--- src/rtl/e203_itcm_ram_ctrl_pkg.sv ---
// ----------------------------------------------------------------------------
// e203_itcm_ram_ctrl_pkg
// Shared constants and types for the ITCM ICB-to-SRAM adapter:
//   - ICB command/response field widths
//   - ITCM address/data geometry (64 KiB, 64-bit RAM words)
//   - light-sleep power state encoding
//   - byte-lane write-mask helper
// ----------------------------------------------------------------------------
package e203_itcm_ram_ctrl_pkg;

  localparam int ICB_AW = 32;
  localparam int ICB_DW = 32;
  localparam int ICB_MW = 4;

  localparam int ITCM_AW      = 16;
  localparam int ITCM_RAM_AW  = ITCM_AW - 3;
  localparam int ITCM_RAM_DW  = 64;
  localparam int ITCM_RAM_MW  = 8;
  localparam int ITCM_LS_IDLE = 8;

  // Idle counter width; covers LS_IDLE up to 255.
  localparam int LS_CNT_W = 8;

  typedef enum logic {
    LS_AWAKE = 1'b0,
    LS_SLEEP = 1'b1
  } ls_state_e;

  // Place a 4-bit ICB byte mask onto the addressed 32-bit half of a RAM word.
  function automatic logic [ITCM_RAM_MW-1:0] lane_wem(input logic lane,
                                                      input logic [ICB_MW-1:0] wmask);
    return lane ? {wmask, 4'b0000} : {4'b0000, wmask};
  endfunction

endpackage

--- src/rtl/e203_itcm_ram_ctrl_if.sv ---
// ----------------------------------------------------------------------------
// e203_itcm_ram_ctrl_if
// Single-beat ICB command/response channel into the ITCM adapter.
//   master : drives cmd_valid/addr/read/wdata/wmask and rsp_ready
//   slave  : drives cmd_ready and rsp_valid/err/rdata
// ----------------------------------------------------------------------------
interface e203_itcm_ram_ctrl_if;
  import e203_itcm_ram_ctrl_pkg::*;

  logic              icb_cmd_valid;
  logic              icb_cmd_ready;
  logic [ICB_AW-1:0] icb_cmd_addr;
  logic              icb_cmd_read;
  logic [ICB_DW-1:0] icb_cmd_wdata;
  logic [ICB_MW-1:0] icb_cmd_wmask;
  logic              icb_rsp_valid;
  logic              icb_rsp_ready;
  logic              icb_rsp_err;
  logic [ICB_DW-1:0] icb_rsp_rdata;

  modport master (
    output icb_cmd_valid, icb_cmd_addr, icb_cmd_read, icb_cmd_wdata, icb_cmd_wmask,
    output icb_rsp_ready,
    input  icb_cmd_ready, icb_rsp_valid, icb_rsp_err, icb_rsp_rdata
  );

  modport slave (
    input  icb_cmd_valid, icb_cmd_addr, icb_cmd_read, icb_cmd_wdata, icb_cmd_wmask,
    input  icb_rsp_ready,
    output icb_cmd_ready, icb_rsp_valid, icb_rsp_err, icb_rsp_rdata
  );

endinterface

--- src/rtl/e203_itcm_ram_ctrl_ls_ctrl.sv ---
// ----------------------------------------------------------------------------
// e203_itcm_ls_ctrl
// Light-sleep controller: counts consecutive idle cycles and puts the RAM
// into light sleep once LS_IDLE of them have passed. A pending command wakes
// the RAM; commands are held off for the wake cycle.
//   clk, rst_n  : clock, async active-low reset
//   cmd_valid   : ICB command request (wake source)
//   cmd_hsk     : command handshake this cycle
//   rsp_valid   : response pending this cycle
//   ram_ls      : RAM light-sleep pin (registered)
//   wake_stall  : high while asleep, blocks command acceptance
//
// state    | meaning
// ---------+-----------------------------------------------------------
// LS_AWAKE | RAM active, commands accepted, idle cycles being counted
// LS_SLEEP | RAM in light sleep, commands held off until next cycle
// ----------------------------------------------------------------------------
module e203_itcm_ls_ctrl
  import e203_itcm_ram_ctrl_pkg::*;
#(
  parameter int LS_IDLE = ITCM_LS_IDLE
) (
  input  logic clk,
  input  logic rst_n,
  input  logic cmd_valid,
  input  logic cmd_hsk,
  input  logic rsp_valid,
  output logic ram_ls,
  output logic wake_stall
);

  localparam bit LS_EN = (LS_IDLE != 0);
  // Terminal count of the idle counter; LS_IDLE=0 parks it at zero.
  localparam logic [LS_CNT_W-1:0] CNT_TC = LS_EN ? LS_CNT_W'(LS_IDLE - 1) : '0;

  ls_state_e           state_q, state_d;
  logic [LS_CNT_W-1:0] idle_cnt_q, idle_cnt_d;
  logic                idle;

  assign idle = ~cmd_hsk & ~rsp_valid;

  always_ff @(posedge clk or negedge rst_n) begin
    if (!rst_n) begin
      state_q    <= LS_AWAKE;
      idle_cnt_q <= '0;
    end else begin
      state_q    <= state_d;
      idle_cnt_q <= idle_cnt_d;
    end
  end

  always_comb begin
    state_d    = state_q;
    idle_cnt_d = idle_cnt_q;
    unique case (state_q)
      LS_AWAKE: begin
        if (!idle) begin
          idle_cnt_d = '0;
        end else if (idle_cnt_q == CNT_TC) begin
          if (LS_EN) begin
            state_d    = LS_SLEEP;
            idle_cnt_d = '0;
          end
        end else begin
          idle_cnt_d = idle_cnt_q + LS_CNT_W'(1);
        end
      end
      LS_SLEEP: begin
        idle_cnt_d = '0;
        if (cmd_valid) begin
          state_d = LS_AWAKE;
        end
      end
      default: begin
        state_d    = LS_AWAKE;
        idle_cnt_d = '0;
      end
    endcase
  end

  // Both outputs come straight from the state flop, so ls is glitch-free.
  assign ram_ls     = (state_q == LS_SLEEP);
  assign wake_stall = (state_q == LS_SLEEP);

endmodule

--- src/rtl/e203_itcm_ram_ctrl.sv ---
// ----------------------------------------------------------------------------
// e203_itcm_ram_ctrl
// ICB-to-SRAM adapter in front of the ITCM RAM macro wrapper. Single-beat
// 32-bit ICB commands are mapped onto the 64-bit RAM in the handshake cycle;
// the addressed 32-bit lane of ram_dout is returned one cycle later and held
// stable under response backpressure. Also drives RAM light sleep.
//   clk, rst_n           : clock, async active-low reset
//   icb (slave)          : ICB command/response channel
//   ram_cs/we/addr/wem   : RAM control, driven combinationally on handshake
//   ram_din              : write data replicated to both 32-bit halves
//   ram_dout             : RAM read data, valid the cycle after cs
//   ram_sd/ram_ds        : shutdown/deep sleep, tied off
//   ram_ls               : light sleep after LS_IDLE idle cycles
// ----------------------------------------------------------------------------
module e203_itcm_ram_ctrl
  import e203_itcm_ram_ctrl_pkg::*;
#(
  parameter int AW      = ITCM_AW,
  parameter int RAM_AW  = ITCM_RAM_AW,
  parameter int RAM_DW  = ITCM_RAM_DW,
  parameter int RAM_MW  = ITCM_RAM_MW,
  parameter int LS_IDLE = ITCM_LS_IDLE
) (
  input  logic                  clk,
  input  logic                  rst_n,
  e203_itcm_ram_ctrl_if.slave   icb,
  output logic                  ram_cs,
  output logic                  ram_we,
  output logic [RAM_AW-1:0]     ram_addr,
  output logic [RAM_MW-1:0]     ram_wem,
  output logic [RAM_DW-1:0]     ram_din,
  input  logic [RAM_DW-1:0]     ram_dout,
  output logic                  ram_sd,
  output logic                  ram_ds,
  output logic                  ram_ls
);

  logic              wake_stall;
  logic              cmd_ready;
  logic              cmd_hsk;
  logic              rsp_hsk;
  logic              in_range;

  logic              rsp_valid_q;
  logic              is_read_q;
  logic              lane_q;
  logic              err_q;
  logic              first_q;
  logic [ICB_DW-1:0] hold_q;
  logic [ICB_DW-1:0] dout_lane;
  logic [ICB_DW-1:0] rsp_data;

  // Word-aligned accesses only; the byte offset carries no information.
  logic              unused_addr_lsb;
  assign unused_addr_lsb = ^icb.icb_cmd_addr[1:0];

  assign in_range  = (icb.icb_cmd_addr[ICB_AW-1:AW] == '0);
  assign cmd_ready = ~wake_stall & (~rsp_valid_q | icb.icb_rsp_ready);
  assign cmd_hsk   = icb.icb_cmd_valid & cmd_ready;
  assign rsp_hsk   = rsp_valid_q & icb.icb_rsp_ready;

  assign icb.icb_cmd_ready = cmd_ready;

  // RAM side: the access is issued in the handshake cycle itself.
  assign ram_cs   = cmd_hsk & in_range;
  assign ram_we   = ram_cs & ~icb.icb_cmd_read;
  assign ram_addr = icb.icb_cmd_addr[AW-1:3];
  assign ram_wem  = ram_we ? lane_wem(icb.icb_cmd_addr[2], icb.icb_cmd_wmask) : '0;
  assign ram_din  = {2{icb.icb_cmd_wdata}};
  assign ram_sd   = 1'b0;
  assign ram_ds   = 1'b0;

  // Response side-band. first_q marks the cycle in which ram_dout still
  // belongs to this access; afterwards the RAM output may be reused.
  always_ff @(posedge clk or negedge rst_n) begin
    if (!rst_n) begin
      rsp_valid_q <= 1'b0;
      is_read_q   <= 1'b0;
      lane_q      <= 1'b0;
      err_q       <= 1'b0;
      first_q     <= 1'b0;
      hold_q      <= '0;
    end else begin
      if (cmd_hsk) begin
        rsp_valid_q <= 1'b1;
        is_read_q   <= icb.icb_cmd_read;
        lane_q      <= icb.icb_cmd_addr[2];
        err_q       <= ~in_range;
        first_q     <= 1'b1;
      end else if (rsp_hsk) begin
        rsp_valid_q <= 1'b0;
        first_q     <= 1'b0;
      end else begin
        first_q     <= 1'b0;
      end

      if (rsp_valid_q && first_q) begin
        hold_q <= dout_lane;
      end
    end
  end

  assign dout_lane = lane_q ? ram_dout[RAM_DW-1 -: ICB_DW] : ram_dout[ICB_DW-1:0];
  assign rsp_data  = first_q ? dout_lane : hold_q;

  assign icb.icb_rsp_valid = rsp_valid_q;
  assign icb.icb_rsp_err   = rsp_valid_q & err_q;
  assign icb.icb_rsp_rdata = (rsp_valid_q & is_read_q & ~err_q) ? rsp_data : '0;

  e203_itcm_ls_ctrl #(
    .LS_IDLE (LS_IDLE)
  ) u_ls_ctrl (
    .clk        (clk),
    .rst_n      (rst_n),
    .cmd_valid  (icb.icb_cmd_valid),
    .cmd_hsk    (cmd_hsk),
    .rsp_valid  (rsp_valid_q),
    .ram_ls     (ram_ls),
    .wake_stall (wake_stall)
  );

endmodule
--- src/flat_wrapper.sv ---
// flat-port wrapper written by rule: the top's interface ports become plain ports
module e203_itcm_ram_ctrl_flat import e203_itcm_ram_ctrl_pkg::*;
#(
  parameter int AW      = ITCM_AW,
  parameter int RAM_AW  = ITCM_RAM_AW,
  parameter int RAM_DW  = ITCM_RAM_DW,
  parameter int RAM_MW  = ITCM_RAM_MW,
  parameter int LS_IDLE = ITCM_LS_IDLE
)
  (clk, rst_n, ram_cs, ram_we, ram_addr, ram_wem, ram_din, ram_dout, ram_sd, ram_ds, ram_ls, icb_icb_cmd_valid, icb_icb_cmd_addr, icb_icb_cmd_read, icb_icb_cmd_wdata, icb_icb_cmd_wmask, icb_icb_rsp_ready, icb_icb_cmd_ready, icb_icb_rsp_valid, icb_icb_rsp_err, icb_icb_rsp_rdata);
  e203_itcm_ram_ctrl_if icb_i ();
  input  logic clk;
  input  logic rst_n;
  output logic ram_cs;
  output logic ram_we;
  output logic [RAM_AW-1:0] ram_addr;
  output logic [RAM_MW-1:0] ram_wem;
  output logic [RAM_DW-1:0] ram_din;
  input  logic [RAM_DW-1:0] ram_dout;
  output logic ram_sd;
  output logic ram_ds;
  output logic ram_ls;
  input wire logic [$bits(icb_i.icb_cmd_valid)-1:0] icb_icb_cmd_valid;
  input wire logic [$bits(icb_i.icb_cmd_addr)-1:0] icb_icb_cmd_addr;
  input wire logic [$bits(icb_i.icb_cmd_read)-1:0] icb_icb_cmd_read;
  input wire logic [$bits(icb_i.icb_cmd_wdata)-1:0] icb_icb_cmd_wdata;
  input wire logic [$bits(icb_i.icb_cmd_wmask)-1:0] icb_icb_cmd_wmask;
  input wire logic [$bits(icb_i.icb_rsp_ready)-1:0] icb_icb_rsp_ready;
  output wire logic [$bits(icb_i.icb_cmd_ready)-1:0] icb_icb_cmd_ready;
  output wire logic [$bits(icb_i.icb_rsp_valid)-1:0] icb_icb_rsp_valid;
  output wire logic [$bits(icb_i.icb_rsp_err)-1:0] icb_icb_rsp_err;
  output wire logic [$bits(icb_i.icb_rsp_rdata)-1:0] icb_icb_rsp_rdata;
  assign icb_i.icb_cmd_valid = icb_icb_cmd_valid;
  assign icb_i.icb_cmd_addr = icb_icb_cmd_addr;
  assign icb_i.icb_cmd_read = icb_icb_cmd_read;
  assign icb_i.icb_cmd_wdata = icb_icb_cmd_wdata;
  assign icb_i.icb_cmd_wmask = icb_icb_cmd_wmask;
  assign icb_i.icb_rsp_ready = icb_icb_rsp_ready;
  assign icb_icb_cmd_ready = icb_i.icb_cmd_ready;
  assign icb_icb_rsp_valid = icb_i.icb_rsp_valid;
  assign icb_icb_rsp_err = icb_i.icb_rsp_err;
  assign icb_icb_rsp_rdata = icb_i.icb_rsp_rdata;
  e203_itcm_ram_ctrl #(.AW(AW), .RAM_AW(RAM_AW), .RAM_DW(RAM_DW), .RAM_MW(RAM_MW), .LS_IDLE(LS_IDLE)) u_core (.clk(clk), .rst_n(rst_n), .icb(icb_i), .ram_cs(ram_cs), .ram_we(ram_we), .ram_addr(ram_addr), .ram_wem(ram_wem), .ram_din(ram_din), .ram_dout(ram_dout), .ram_sd(ram_sd), .ram_ds(ram_ds), .ram_ls(ram_ls));
endmodule
--- config.mk ---
export PLATFORM = sky130hd
export DESIGN_NAME = e203_itcm_ram_ctrl_flat
export DESIGN_NICKNAME = d
export VERILOG_FILES = /design/src/rtl/e203_itcm_ram_ctrl_pkg.sv /design/src/rtl/e203_itcm_ram_ctrl_if.sv /design/src/rtl/e203_itcm_ram_ctrl_ls_ctrl.sv /design/src/rtl/e203_itcm_ram_ctrl.sv /design/src/flat_wrapper.sv
export SDC_FILE = /design/constraint.sdc
export NUM_CORES = 1
export LEC_CHECK = 0
export ABC_CLOCK_PERIOD_IN_PS = 4000
export BUFFER_PORTS_ARGS = -buffer_cell sky130_fd_sc_hd__clkbuf_2
export CAP_MARGIN = 5
export CORE_MARGIN = 4
export CORE_UTILIZATION = 30
export DETAILED_ROUTE_END_ITERATION = 7
export SLEW_MARGIN = 5
export SYNTH_ARGS = -nofsm -noshare
export SYNTH_HDL_FRONTEND = slang
export SYNTH_SLANG_ARGS = --single-unit
--- constraint.sdc ---
create_clock -name clk -period 4 [get_ports clk]
set_clock_uncertainty 0.1 [all_clocks]
set_input_delay 0.2 -clock clk [delete_from_list [all_inputs] [get_ports clk]]
set_output_delay 0.2 -clock clk [all_outputs]
set_load 0.05 [all_outputs]
=== After elaboration in Yosys (flattened, before gate mapping) ===
Cells that the tools add are included.

* Bits in registers: 46
* Input port bits: 137
* Output and inout port bits: 125
* Logic and storage cells: 44

* $add $sub $neg: 1
* Equal/unequal tests: 1
* Mux-type cells: 15
* Bitwise operators: 16
* Reduce and logical (&&, ||, !) cells: 3

{| class="wikitable"
|+ Operator list
! cell !! count
|-
| $mux 32 || 3
|-
| $mux 8 || 4
|-
| $logic_not 16->1 || 1
|-
| $pmux 8 s2 || 1
|-
| $and 1x1->1 || 9
|-
| $add 8x1->8 const B || 1
|-
| $eq 8x3->1 const B || 1
|-
| $mux 1 || 6
|-
| $not 1->1 || 6
|-
| $pmux 1 s2 || 1
|-
| $reduce_bool 2->1 || 1
|-
| $logic_and 1x1->1 || 1
|-
| $or 1x1->1 || 1
|}

=== Depth between registers and ports, before layout ===
Gate-level depths: netlist (run 1).

* Depth in word-level cells: 8
* Gate-level depth with buffers: 5

=== Hierarchy ===
A second synthesis (run 1) with hierarchy kept.

* Cell total of the unflattened synthesis: 377
* Area total of the unflattened synthesis: 3285.7 um2

{| class="wikitable"
|+ Modules (own cells, without submodules)
! module !! times used !! cells each !! area each (um2) !! sequential area each (um2)
|-
| e203_itcm_ram_ctrl || 1 || 336 || 2852.7 || 925.9
|-
| e203_itcm_ls_ctrl || 1 || 41 || 432.9 || 225.2
|}

=== Worst setup path before layout (run 1) ===
No wires, ideal clock.

* Kind: reg-to-output
* Start: register u_core.rsp_valid_q, in the netlist u_core.icb.icb_rsp_valid
* End: output ram_wem[4]
* Data arrival time: 2.712 ns
* Data required time: 3.700 ns
* Setup slack: 0.988 ns
* Cell stages (with the launch flop): 5
* Path buffers: 1
* Cells stage by stage: dfrtp_1 > nand2b_1 > nand3_1 > clkbuf_1 > nor4_1

* Cells in the longest elaborated chain, start to end: 7

{| class="wikitable"
|+ Ends and longest elaborated chain
! element !! line !! text
|-
| start: declaration || e203_itcm_ram_ctrl.sv:44 || <nowiki>logic rsp_valid_q;</nowiki>
|-
| start signal: assignment || e203_itcm_ram_ctrl.sv:77 || <nowiki>rsp_valid_q <= 1'b0;</nowiki>
|-
| start signal: assignment || e203_itcm_ram_ctrl.sv:85 || <nowiki>rsp_valid_q <= 1'b1;</nowiki>
|-
| start signal: assignment || e203_itcm_ram_ctrl.sv:91 || <nowiki>rsp_valid_q <= 1'b0;</nowiki>
|-
| $not 1->1 || e203_itcm_ram_ctrl.sv:58 || <nowiki>assign cmd_ready = ~wake_stall & (~rsp_valid_q | icb.icb_rsp_ready);</nowiki>
|-
| $or 1x1->1 || e203_itcm_ram_ctrl.sv:58 ||
|-
| $and 1x1->1 || e203_itcm_ram_ctrl.sv:58 ||
|-
| $and 1x1->1 || e203_itcm_ram_ctrl.sv:59 || <nowiki>assign cmd_hsk = icb.icb_cmd_valid & cmd_ready;</nowiki>
|-
| $and 1x1->1 || e203_itcm_ram_ctrl.sv:65 || <nowiki>assign ram_cs = cmd_hsk & in_range;</nowiki>
|-
| $and 1x1->1 || e203_itcm_ram_ctrl.sv:66 || <nowiki>assign ram_we = ram_cs & ~icb.icb_cmd_read;</nowiki>
|-
| $mux 8 || e203_itcm_ram_ctrl.sv:68 || <nowiki>assign ram_wem = ram_we ? lane_wem(icb.icb_cmd_addr[2], icb.icb_cmd_wmask) : '0;</nowiki>
|-
| end: declaration || flat_wrapper.sv:17 || <nowiki>output logic [RAM_MW-1:0] ram_wem;</nowiki>
|}

Every way passes these cells.

=== Worst setup path after layout (run 1) ===
* Start: register u_core.lane_q
* End: output icb_icb_rsp_rdata[1]

* Cells in the longest elaborated chain, start to end: 3

{| class="wikitable"
|+ Ends and longest elaborated chain
! element !! line !! text
|-
| start: declaration || e203_itcm_ram_ctrl.sv:46 || <nowiki>logic lane_q;</nowiki>
|-
| start signal: assignment || e203_itcm_ram_ctrl.sv:87 || <nowiki>lane_q <= icb.icb_cmd_addr[2];</nowiki>
|-
| $mux 32 || e203_itcm_ram_ctrl.sv:103 || <nowiki>assign dout_lane = lane_q ? ram_dout[RAM_DW-1 -: ICB_DW] : ram_dout[ICB_DW-1:0];</nowiki>
|-
| $mux 32 || e203_itcm_ram_ctrl.sv:104 || <nowiki>assign rsp_data = first_q ? dout_lane : hold_q;</nowiki>
|-
| $mux 32 || e203_itcm_ram_ctrl.sv:108 || <nowiki>assign icb.icb_rsp_rdata = (rsp_valid_q & is_read_q & ~err_q) ? rsp_data : '0;</nowiki>
|-
| end: declaration || flat_wrapper.sv:32 || <nowiki>output wire logic [$bits(icb_i.icb_rsp_rdata)-1:0] icb_icb_rsp_rdata;</nowiki>
|}

Every way passes these cells.

==> flow_summary.toml, run 1 <==
[logic_synthesis]
synth.distinct_cells = 27
syn_inst = 375
synth-async-reset-ratio_pct = 100
synth_edf_count = 0
synth_area_sq_um = 3180
yosysSeqAreaShare_pct = 36.2
yosysWarnings = 0
yosysMostFrequentCell = "buf_4"
synthFlopType = "dfrtp_1"
synth_top_area_share_pct = 36.2
synth_common_cells = "79 x buf_4, 70 x nor2_1, 46 x dfrtp_1"
avgSynthCellArea_sq_um = 8.49
ys_top_cells_by_area = "dfrtp_1 36%, buf_4 19%, mux2i_1 10%"
synth_top_area_cell = "dfrtp_1"
synth_seq_cells = 46

[layout]
antenna_cells = 0
nets = 559
syn2layout_area_growth_pct = 10.0
drive_gt1_share_pct = 36.0
final_cells = 558

[placement]
port_buffers = 135
routabilityCongestion = 0.773
hpwl_um = 5950
dp.cells = 548
place_ws_ns = 1.68

[clock_network]
post_cts_buffers = 0
h-tree-depth = 2
clockBufferDepth = 2
clkTransAtPathRegs_ns = 0.08
clock_latency_ns = 0.29
cts-resized-gates = 0
cts_tree = "yes"
numCtsBuffers = 5
clkSinkCount = 46
cts-root-buf = "clkbuf_8"

[timing]
finalWorstSetupSlack_ns = 1.42
min_period_ns = 2.58
rsz0062_at_grt = "false"
tightest_slew_ns = 1.09
hold_viol = 0
relSlewSlack_pct = 27.3
finalSetupViolations = 0
fin_crit_sh_pct = 64.5
tns_ns = 0
drv_slew = 0
timing.fmax_ghz = 0.387

[drt]
vias_per_cell = 4.72
drc = 0
wl_um = 7730
drtAntennaViolNets = 0
firstDrtPassIters = 4
wl_per_cell_um = 13.8
drtIter0Drc = 56
vias = 2633

[power]
switching_share_pct = 30.3
pwr-share-clk_pct = 27.0
power.density_nw_per_um2 = 359
switchingPower_uw = 381
p_int_uw = 877
ir_drop_uv = 134
power_frac_seq_pct = 50.4
leakage_uw = 0.00171
combPwrFrac_pct = 22.6

[floorplan]
coreArea_sq_um = 10300
fp.dieH_um = 111
io_pins = 262
die_x_um = 111
start_util_pct = 30.8
die-area_sq_um = 12300
row_count = 37

[critical_path]
start_kind = "flop"
worstReg2RegStart = "u_core.first_q"
max_stage_delay_ns = 0.98
rr_endpoint = "u_core.hold_q[17]"
rrSetupSlack_ns = 1.87
reg2reg_depth = 2
cpLargestDelayFamily = "flip-flops"
end_kind = "primary output"
slowest_stage = "dfrtp_2"
cp_max_fo = 33
path_cells = "mux2i_1 > a211oi_1 > clkbuf_2"
criticalPathCategory = "flop to primary output"
worst_ep_arrival_time_ns = 2.28
cp.required_ns = 3.70
worst-path-buf-inv = 1

[global_routing]
grt_max_degree = 65
grt_antenna_before_repair = 0
grt_pass1_wl_um = 12800
grt_use_total_pct = 12.4
globalRouteOverflowTotal = 0
grt_pass1_vias = 2695

[hold_path]
holdCritStartpoint = "icb_icb_rsp_ready"
hp-class = "input pin to flop"
holdPathEnd = "u_core.icb.icb_rsp_valid"
holdPathStages = 3

[flow_run]
max_cap_viol_count = 0

[status]
status = "complete, no violations"
==> registers in the layout, indices dropped and copies added, names as in the netlist <==
register,count
u_core.is_read_q,1
u_core.icb.icb_rsp_valid,1
u_core.first_q,1
u_core.u_ls_ctrl.idle_cnt_q,8
u_core.err_q,1
u_core.u_ls_ctrl.ram_ls,1
u_core.lane_q,1
u_core.hold_q,32
==> worst register-to-register path, stage by stage, from the launching register on <==
cell and delay [ns]:
dfrtp_2 0.70, and2_2 0.97, a21oi_1 0.20
==> power by group through the flow <==
stage                     clock [uW]  sequential, uW  combinational (uW)
after floorplan                    0             607                 434
after detailed placement           0             646                 290
after global placement             0             641                 281
after global routing             375             651                 326
final                            339             634                 285
after CTS                        359             636                 292
==> timing repair <==
item,4_1_cts,5_1_grt
setup endpoints to repair,0,0
hold buffers,2,0
endpoints found under the hold margin,47,0
==> area by class of cell <==
class / count / area, sq um
clock buffer: 7 / 76.3
clock inverter: 1 / 30.0
fill: 1090 / 6820
inverter: 3 / 11.3
multi-input combinational: 225 / 1340
sequential: 46 / 1150
tap: 136 / 170
timing repair buffer: 140 / 718
==> per-layer routing <==
| layer | track usage (%) | share of wire (%) |
|---|---|---|
| met1 | 14.1 | 40 |
| met2 | 21.6 | 50 |
| met3 | 3.17 | 6.9 |
| met4 | 6.24 | 3.7 |
| met5 | 0 | 0 |
==> worst max path at each step <==
stage,start,end,slack (ns),cells past startpoint
after floorplan,u_core.icb.icb_rsp_valid,ram_wem[4],0.99,4
after global placement,u_core.lane_q,icb_icb_rsp_rdata[1],1.69,3
after detailed placement,u_core.lane_q,icb_icb_rsp_rdata[1],1.68,3
after CTS,u_core.lane_q,icb_icb_rsp_rdata[1],1.35,3
after global routing,u_core.lane_q,icb_icb_rsp_rdata[1],1.22,3
final,u_core.lane_q,icb_icb_rsp_rdata[1],1.42,3
==> cells by family (layout without fill, tap and decap cells) <==
family	count (synthesis)	count (layout)	synth area share (%)
compound gates	72	72	14.1
xor+xnor	3	3	0.826
fa+ha+maj	1	1	0.393
buf+inv	105	151	21.8
flops	46	46	36.2
mux	35	35	11.1
other cells	1	2	0.118
simple gates	112	112	15.5
==> cell usage in the layout (no fill, tap or decap), drive strengths merged, types with 4 or more instances in the layout <==
cell type / n
dfrtp: 46
nor3: 6
nand2: 11
clkbuf: 142
a21oi: 36
mux2i: 32
nor2: 70
nand3: 4
and2: 4
nor4: 8
a211oi: 32
==> through the flow <==
step / area [sq um] / utilization [%] / hold slack [ns] / power [uW]
after floorplan: 3190 / - / -0.196 / 1040
after global placement: 3380 / 32.7 / 0.233 / 922
after detailed placement: 3380 / 32.7 / 0.244 / 936
after CTS: 3500 / 33.9 / 0.0706 / 1290
after global routing: 3500 / 33.9 / 0.115 / 1350
final: 3500 / 33.9 / 0.0915 / 1260
Note: power is estimated with default switching activity, not from simulation.
==> run 2, diff against run 1 <==
--- a/config.mk
+++ b/config.mk
@@ -5,12 +5,14 @@
 export SDC_FILE = /design/constraint.sdc
 export NUM_CORES = 1
 export LEC_CHECK = 0
-export ABC_CLOCK_PERIOD_IN_PS = 4000
+export ABC_AREA = 1
+export ABC_CLOCK_PERIOD_IN_PS = 2200
 export BUFFER_PORTS_ARGS = -buffer_cell sky130_fd_sc_hd__clkbuf_2
 export CAP_MARGIN = 5
 export CORE_MARGIN = 4
 export CORE_UTILIZATION = 30
 export DETAILED_ROUTE_END_ITERATION = 7
+export PLACE_DENSITY = 0.67
 export SLEW_MARGIN = 5
 export SYNTH_ARGS = -nofsm -noshare
 export SYNTH_HDL_FRONTEND = slang
==> constraint.sdc (replaced) <==
create_clock -name clk -period 2.2 [get_ports clk]
set_clock_uncertainty 0.1 [all_clocks]
set_input_delay 0.11 -clock clk [delete_from_list [all_inputs] [get_ports clk]]
set_output_delay 0.11 -clock clk [all_outputs]
set_load 0.05 [all_outputs]
==> run 2 against run 1 <==
Against the previous run:
- sequential cell count unchanged
- register-to-register slack got worse by 1.7 ns
- core utilization increased by 7.4 points
- sequential share of layout area decreased by 6.3 points
- via count increased by 21%
- power increased by 110%
- critical endpoint is now ram_wem[5]
==> flow_summary.toml, run 2 <==
[hold_path]
hp-class = "input pin to flop"
holdCritStartpoint = "icb_icb_cmd_addr[2]"

[layout]
multiInputGateArea_sq_um = 1480
drive_gt1_share_pct = 34.4
antenna_cells = 0
largest_reg_flops = 32
final_cells = 688
layout_commonest_cell = "clkbuf_2"
nets = 689
syn2layout_area_growth_pct = 32.8
top_register = "u_core.hold_q"
mostFrequentLayoutCells = "135 x clkbuf_2, 95 x nand2_1, 62 x dlygate4sd3_1"
reg_top3 = "u_core.hold_q x32, u_core.u_ls_ctrl.idle_cnt_q x8"
fin_area_sq_um = 4320
ff_latch_area_sq_um = 1150
fill_cells = 1049

[placement]
place_area_sq_um = 3600
dp.cells = 618
port_buffers = 135
hpwl_um = 6310
routabilityCongestion = 0.819

[drt]
wl_um = 9010
vias_per_cell = 4.63
wl_per_cell_um = 13.1
vias = 3186
drc = 0
drtAntennaViolNets = 0
firstDrtPassIters = 5
drtIter0Drc = 181

[power]
power.density_nw_per_um2 = 617
ir_drop_uv = 266
leakage_uw = 0.00201

[global_routing]
grt_use_total_pct = 14.0
grt_max_degree = 35
grt_pass1_wl_um = 14900
grt_pass1_vias = 3188
grt_antenna_before_repair = 0
globalRouteOverflowTotal = 0

[timing]
tightest_slew_ns = 0.850
timing.fmax_ghz = 0.490
rsz0062_at_grt = "false"
finalSetupViolations = 0
hold_viol = 0
relSlewSlack_pct = 43.3
min_period_ns = 2.04
fin_crit_sh_pct = 92.8
drv_slew = 0
tns_ns = 0

[floorplan]
die_x_um = 112
coreArea_sq_um = 10500
die-area_sq_um = 12600
fp.dieH_um = 112
io_pins = 262
row_count = 37
start_util_pct = 31.1

[critical_path]
start_kind = "flop"
cp_max_fo = 9
worstReg2RegStart = "u_core.first_q"
cp-startpoint = "u_core.icb.icb_rsp_valid"
criticalPathCategory = "flop to primary output"
end_kind = "primary output"
worst_ep_arrival_time_ns = 1.83
cp.required_ns = 1.99

[logic_synthesis]
synth_edf_count = 0
yosysMostFrequentCell = "nand2_1"
synth.distinct_cells = 24
yosysSeqAreaShare_pct = 35.4
synth-async-reset-ratio_pct = 100
synthFlopType = "dfrtp_1"
ys_top_cells_by_area = "dfrtp_1 35%, buf_4 18%, a31oi_1 12%"
synth_common_cells = "95 x nand2_1, 80 x buf_4, 64 x a31oi_1"
synth_top_area_share_pct = 35.4
synth_seq_cells = 46
synth_area_sq_um = 3250
yosysWarnings = 0
synth_top_area_cell = "dfrtp_1"
avgSynthCellArea_sq_um = 7.41
syn_inst = 439

[clock_network]
h-tree-depth = 2
cts-root-buf = "clkbuf_8"
clkSinkCount = 46
clock_latency_ns = 0.30
cts_tree = "yes"
clockBufferDepth = 2
clkTransAtPathRegs_ns = 0.08
numCtsBuffers = 5

[flow_run]
max_cap_viol_count = 0

[status]
status = "complete, no violations"
==> run 2: cell count changes after synthesis, sizes merged, moves of 12 or more <==
| cell | before | now |
|---|---|---|
| inv | 3 | 15 |
| mux2i | 32 | 0 |
| nand2 | 11 | 99 |
| a211oi | 32 | 0 |
| a21oi | 36 | 1 |
| o21ai | 3 | 35 |
| a31oi | 0 | 64 |
==> run 2: path summary, 6_finish.rpt <==
path,depth (start not counted),to,slack (ns)
worst max-delay path,6,ram_wem[5],0.16
worst min-delay path,3,u_core.lane_q,0.01
worst max register to register,7,u_core.hold_q[10],0.21
worst min register to register,1,u_core.u_ls_ctrl.idle_cnt_q[0],0.37
max in group asynchronous,3,u_core.hold_q[17],0.91
min in group asynchronous,2,u_core.hold_q[6],0.36
==> run 2: repair_timing <==
action / in CTS / in global routing
setup endpoints to repair: 0 / 25
endpoints found under the hold margin: 67 / 1
hold buffers: 61 / 1
buffers inserted: 0 / 0
gates resized for setup: 0 / 3
==> run 2: kinds of logic after synthesis <==
logic type / Yosys count / synth area share [%]
fa+ha+maj: 1 / 0.384
other cells: 1 / 0.115
buf+inv: 117 / 23.9
flops: 46 / 35.4
xor+xnor: 4 / 1.08
simple gates: 170 / 21.3
compound gates: 100 / 17.8
==> run 2: cell type report <==
type	count	share of cell area, %
clock inverter	2	0.319
tap	136	3.94
timing repair buffer	206	31.8
inverter	15	1.30
clock buffer	6	1.68
sequential	46	26.7
multi-input combinational	277	34.3
==> run 2: layer usage <==
layer	wire, um	GRT usage, %	vias to the layer above
met1	3720	16.7	1431
met5	0	0	-
met3	599	3.23	30
met4	165	4.41	0
met2	4530	24.7	116
li1	-	-	1609
==> run 2: power by group <==
group	total [uW]	internal, uW	switching [uW]
Combinational	1050	457	589
Clock	522	225	297
Sequential	1100	1020	84.3
==> run 2: critical path, cell delays in order, from the launching register on <==
cell,delay [ns]
dfrtp_1,0.45
nand2_1,0.13
nand2_2,0.09
nor2_4,0.16
nand4_2,0.23
nor2_1,0.17
clkbuf_2,0.30
==> run 2: per-stage QoR <==
stage | utilization, % | power, uW | hold WS (ns) | setup WS [ns]
after floorplan | - | 2070 | -0.286 | 0.00371
after global placement | 34.4 | 1900 | 0.120 | 0.520
after detailed placement | 34.4 | 1930 | 0.120 | 0.469
after CTS | 41.1 | 2700 | 0.0000644 | 0.0678
after global routing | 41.3 | 2880 | 0.00560 | 0.00430
final | 41.3 | 2670 | 0.0111 | 0.158
